### src/rtl/ex_ctrl_pkg.sv
// rtl/ex_ctrl_pkg.sv - shared types and constants for the execute-unit issue arbiter
package ex_ctrl_pkg;

    typedef enum logic [1:0] {
        IDLE   = 2'd0,
        LAUNCH = 2'd1,
        RUN    = 2'd2,
        RESP   = 2'd3
    } ex_state_t;

    localparam int FLAG_OVF  = 0;
    localparam int FLAG_ZERO = 1;
    localparam int FLAG_COND = 2;
    localparam int FLAG_ERR  = 3;

    localparam int DEFAULT_TIMEOUT_CYCLES = 8;
    localparam int DEFAULT_OP_W           = 5;

    // Flags reported when an operation is abandoned: error only.
    localparam logic [3:0] TIMEOUT_FLAGS = 4'(1 << FLAG_ERR);

endpackage

### src/rtl/rr_arbiter2.sv
// rtl/rr_arbiter2.sv - two-input round-robin arbiter, combinational grant, registered pointer
module rr_arbiter2 (
    input  logic soc_clk,
    input  logic reset,
    input  logic req0,
    input  logic req1,
    input  logic accept,
    output logic gnt0,
    output logic gnt1,
    output logic gnt_id
);

    logic ptr;

    // The pointer only breaks ties; a lone requester always wins.
    always_comb begin
        gnt0   = req0 && (!req1 || !ptr);
        gnt1   = req1 && (!req0 || ptr);
        gnt_id = gnt1;
    end

    always_ff @(posedge soc_clk) begin
        if (reset) begin
            ptr <= 1'b0;
        end else if (accept) begin
            ptr <= ~gnt_id;
        end
    end

endmodule

### src/rtl/ex_issue_arbiter.sv
// rtl/ex_issue_arbiter.sv - shares the execute ALU between two requesters with timeout and response channel
module ex_issue_arbiter
    import ex_ctrl_pkg::*;
#(
    parameter int TIMEOUT_CYCLES = DEFAULT_TIMEOUT_CYCLES,
    parameter int OP_W           = DEFAULT_OP_W
) (
    input  logic            soc_clk,
    input  logic            reset,
    input  logic            req0_valid,
    output logic            req0_ready,
    input  logic [31:0]     req0_rs1,
    input  logic [31:0]     req0_rs2,
    input  logic [31:0]     req0_imm,
    input  logic [OP_W-1:0] req0_op,
    input  logic            req1_valid,
    output logic            req1_ready,
    input  logic [31:0]     req1_rs1,
    input  logic [31:0]     req1_rs2,
    input  logic [31:0]     req1_imm,
    input  logic [OP_W-1:0] req1_op,
    output logic            ex_reset,
    output logic [31:0]     ex_rs1,
    output logic [31:0]     ex_rs2,
    output logic [31:0]     ex_imm,
    output logic [OP_W-1:0] ex_op,
    input  logic [31:0]     ex_result,
    input  logic            ex_result_ready,
    input  logic [3:0]      ex_flags,
    output logic            rsp_valid,
    input  logic            rsp_ready,
    output logic            rsp_id,
    output logic [31:0]     rsp_data,
    output logic [3:0]      rsp_flags,
    output logic            rsp_timeout
);

    localparam int CNT_W = $clog2(TIMEOUT_CYCLES);

    ex_state_t        state;
    ex_state_t        state_nxt;
    logic [CNT_W-1:0] run_cnt;
    logic             in_idle;
    logic             accept;
    logic             gnt0;
    logic             gnt1;
    logic             gnt_id;
    logic             run_expire;

    assign in_idle    = (state == IDLE) && !reset;
    assign accept     = in_idle && (req0_valid || req1_valid);
    assign req0_ready = in_idle && gnt0;
    assign req1_ready = in_idle && gnt1;
    assign run_expire = (run_cnt == CNT_W'(TIMEOUT_CYCLES - 1));

    rr_arbiter2 u_arb (
        .soc_clk (soc_clk),
        .reset   (reset),
        .req0    (req0_valid),
        .req1    (req1_valid),
        .accept  (accept),
        .gnt0    (gnt0),
        .gnt1    (gnt1),
        .gnt_id  (gnt_id)
    );

    always_ff @(posedge soc_clk) begin
        if (reset) begin
            state <= IDLE;
        end else begin
            state <= state_nxt;
        end
    end

    always_comb begin
        state_nxt = state;
        ex_reset  = 1'b1;
        rsp_valid = 1'b0;
        case (state)
            IDLE: begin
                if (accept) begin
                    state_nxt = LAUNCH;
                end
            end
            LAUNCH: begin
                state_nxt = RUN;
            end
            RUN: begin
                ex_reset = 1'b0;
                if (ex_result_ready || run_expire) begin
                    state_nxt = RESP;
                end
            end
            RESP: begin
                rsp_valid = 1'b1;
                if (rsp_ready) begin
                    state_nxt = IDLE;
                end
            end
            default: begin
                state_nxt = IDLE;
            end
        endcase
    end

    always_ff @(posedge soc_clk) begin
        if (reset) begin
            ex_rs1      <= '0;
            ex_rs2      <= '0;
            ex_imm      <= '0;
            ex_op       <= '0;
            rsp_id      <= 1'b0;
            run_cnt     <= '0;
            rsp_data    <= '0;
            rsp_flags   <= '0;
            rsp_timeout <= 1'b0;
        end else begin
            if (accept) begin
                ex_rs1 <= gnt_id ? req1_rs1 : req0_rs1;
                ex_rs2 <= gnt_id ? req1_rs2 : req0_rs2;
                ex_imm <= gnt_id ? req1_imm : req0_imm;
                ex_op  <= gnt_id ? req1_op  : req0_op;
                rsp_id <= gnt_id;
            end

            if (state == LAUNCH) begin
                run_cnt <= '0;
            end else if (state == RUN) begin
                run_cnt <= run_cnt + 1'b1;
            end

            // A result arriving on the last allowed cycle beats the timeout.
            if (state == RUN) begin
                if (ex_result_ready) begin
                    rsp_data    <= ex_result;
                    rsp_flags   <= ex_flags;
                    rsp_timeout <= 1'b0;
                end else if (run_expire) begin
                    rsp_data    <= '0;
                    rsp_flags   <= TIMEOUT_FLAGS;
                    rsp_timeout <= 1'b1;
                end
            end
        end
    end

endmodule
### config.mk
export PLATFORM = sky130hd
export DESIGN_NAME = ex_issue_arbiter
export DESIGN_NICKNAME = d
export VERILOG_FILES = /design/src/rtl/ex_ctrl_pkg.sv /design/src/rtl/rr_arbiter2.sv /design/src/rtl/ex_issue_arbiter.sv
export SDC_FILE = /design/constraint.sdc
export NUM_CORES = 1
export LEC_CHECK = 0
export ABC_AREA = 1
export CAP_MARGIN = 25
export CORE_AREA = 4 4 148 150
export CTS_CLUSTER_DIAMETER = 120
export DETAILED_ROUTE_END_ITERATION = 16
export DIE_AREA = 0 0 152 154
export GPL_ROUTABILITY_DRIVEN = 0
export HOLD_SLACK_MARGIN = 0.02
export PLACE_DENSITY = 0.68
export SYNTH_ARGS = -nofsm -noshare
export SYNTH_HDL_FRONTEND = slang
export SYNTH_SLANG_ARGS = --single-unit
### constraint.sdc
create_clock -name soc_clk -period 2.6 [get_ports soc_clk]
set_input_delay 0.26 -clock soc_clk [delete_from_list [all_inputs] [get_ports soc_clk]]
set_output_delay 0.26 -clock soc_clk [all_outputs]
set_load 0.05 [all_outputs]
==> impl_results.md <==
* Status: completed
* Fin crit share at 0.9478
* Post-synth top cells: nand2_1 (315), nand3_1 (171), dfxtp_1 (145)
* Most used DFF post-synth: dfxtp_1
* Routed len/inst at 16.18 µm
* Pleak at 5.138 nW
* Critical path class: register to output pin
* Worst Max-Slew Pin Slew at 0.8042 ns
* Hold EP: rsp_data[8]$_SDFFE_PP0P_
* Register bit total from synthesis at 145
* Post-synth EDFFs at 0
* Yosys cell types at 21
* CP Capture Type: output pin
* Synth warn at 0
* Fin. Hold Viols at 0
* Worst r2r dst: ex_imm[27]$_SDFFE_PP0P_
* Unrepaired setup endpoints after global routing: no
* Worst Hold Launch: ex_result[8]
* Total chip power at 10.63 mW
* Reg area at 2903 µm²
* CP max stage delay at 0.86 ns
* Crit-path slowest cell: clkdlybuf4s50_1
* Synthesized area per cell at roughly 6.8 µm²
* Critical path fanouts, max at 7
* Layout cells sized above 1 at 0.04630
* Register-to-register setup slack at 0.68 ns
* CTS tree: built
* Mapped Nets at 1233
* Tot GR Track Use at 0.2154
* # clock sinks at 145
* Initial antenna violation count at 3
* Max Buffers Root-to-Sink at 2
* Fin crit period at 2.464 ns
* Critical Path RT at 2.34 ns
* Critical Path Most Common Cell: inv_1
* Cells after Synth at 982
* Initial core utilization at 0.3244
* CP Buf/Inv Count at 3
* Met2 usage at 0.3647
* M1 GR Usage at 0.2625
* Pwr per Cell Area at 928.2 nW/µm²
* Hold depth at 3
* Hold WC Path Type: primary input to register
* Asr flop ratio synth at 0
* Max Clk Rate at between 0.4 and 0.5 GHz
* Yosys top cell area share at 0.4324
* Slew HR at 0.4639
* Routed wire length at 26.15 mm
* Top post-synthesis cells by area: dfxtp_1 (43%), nand2_1 (18%), nand3_1 (13%), inv_1 (6.4%), nand4_1 (6.2%)
* Setup violations, final at 0
* Count leader, synth: nand2_1
* Number of port buffers at 386
* Area leader, netlist: dfxtp_1
* Via Count at 7708
* Post-route ant nets at 0
* Clock insertion delay at the later pin of the skew report at roughly 0.42 ns
* HPWL Detailed at 18.82 mm
* Max Slew Vio Count at 0
* Nets at 1577
* Sequential element share of the synthesized area at 0.4324
* Peak supply drop at 407.6 µV
* Crit-path cells: inv_1 -> ha_1 -> inv_1 -> clkdlybuf4s50_1
* # IOs at about 390
* Gr busiest metal: met2
* Core area at between 20000 and 25000 µm²
* DRC viols at 0
* Clk_skew at 0.01191 ns
* Die ar. at between 20000 and 25000 µm²
* First-pass GRT wire length at 40.80 mm
* Crit path launch type: register
* # hold bufs at CTS at 0
* Hold Slack at 0.4029 ns
* Dpl cells at about 1600
* Reg clk slew, reported paths at 0.06 ns
* Area of the multi-input gates at 3040 µm²
* H-tree lvl count at 4
* Setup TNS at 0 ns
* DR iter-0 viols at 373
* DRT Pass-1 Iters at 4
* Largest net degree at the start of global routing at 83
* CTS root buf: clkbuf_16
* Worst Path Arrival at 2.20 ns
* Chip height at 154 µm
* Synthesized area at 6713 µm²
* Post-Layout Cell Count at 1616
* Total CTS buffers at 17
* M3 GR Usage at 0.07008
* Buffer count from post-CTS setup fixing at 0
* Critical path depth at 4
* Post-cts sizing count at 0
* Worst r2r src: state[0]$_SDFFE_PP0P_
* Die width at approximately 150 µm
* Top Family by Delay on Critical Path: buffers and inverters
* Filler cells at between 1500 and 2000
* Gr ovfl total at 0
* FP Rows at 53
* Number of global-route vias before repair at 7396
* R2R cell count at 10
* Max-capacitance violation count at 0
* P&R area growth vs syn at 70.64%
* Vias per inst at 4.770
power breakdown:
part	switching (mW)	internal (mW)
clock	1.02	1.61
sequential	0.273	2.70
combinational	3.29	1.73
total	4.58	6.05
cells by family after synthesis:
logic type               share of synthesized area
AO/OA/AOI/OAI                              0.06412
adder cells (fa/ha/maj)                    0.01305
buffers and inverters                       0.1174
flip-flops                                  0.4324
AND/OR/NAND/NOR                             0.3730
routing by layer:
metal | part of all wire | vias to the layer above | wire length (µm)
li1 | - | 3878 | -
met1 | 0.41 | 3485 | 10790
met2 | 0.49 | 315 | 12700
met3 | 0.084 | 28 | 2206
met4 | 0.017 | 2 | 442
met5 | 0.00027 | - | 7
placed cells by master (no fill, tap or decap), drive strengths merged, types with 3 or more instances in the layout:
cell           instances
nand4                 66
clkinv                 5
nor2                   7
a21oi                 42
nand3                171
clkbuf                20
o211ai                26
dfxtp                145
ha                     7
clkdlybuf4s50        383
bufinv                 3
buf                   20
inv                  121
nand2                316
tightest hold or removal path, cell delays in order:
cell	delay, ns
clkdlybuf4s50_1	0.40
nand2_1	0.06
a21oi_1	0.05
layout make-up:
class / count / share of cell area
Antenna cell: 2 / 0.0004369
Clock buffer: 20 / 0.04074
Sequential cell: 145 / 0.2534
Tap cell: 275 / 0.03004
Clock inverter: 12 / 0.01486
Multi-Input combinational cell: 641 / 0.2654
Timing Repair Buffer: 403 / 0.3563
Inverter: 118 / 0.03878
sequential cells by signal, summed over array words and instances, names as in the netlist:
signal,flops
ex_rs1,32
state,2
ex_rs2,32
run_cnt,3
rsp_data,32
rsp_flags,4
rsp_timeout,1
ex_imm,32
u_arb.ptr,1
rsp_id,1
ex_op,5
per-stage QoR:
| stage | instance area [µm²] | worst slack (ns) | util |
|---|---|---|---|
| after floorplan | 6713 | 0.8136 | - |
| after global placement | 10810 | 0.5495 | 0.5226 |
| after detailed placement | 10810 | 0.5413 | 0.5226 |
| after CTS | 11450 | 0.1085 | 0.5534 |
| after global routing | 11450 | 0.01229 | 0.5536 |
| final | 11450 | 0.1357 | 0.5536 |
worst max path at each step:
stage                          start         end  slack (ns)
6_report       state[0]$_SDFFE_PP0P_    ex_reset        0.14
5_1_grt        state[0]$_SDFFE_PP0P_    ex_reset        0.01
4_1_cts        state[0]$_SDFFE_PP0P_    ex_reset        0.11
3_5_place_dp              req1_valid  req0_ready        0.54
3_3_place_gp              req1_valid  req0_ready        0.55
2_1_floorplan  state[0]$_SDFFE_PP0P_  req0_ready        0.81
Note: power is estimated with default switching activity, not from simulation.
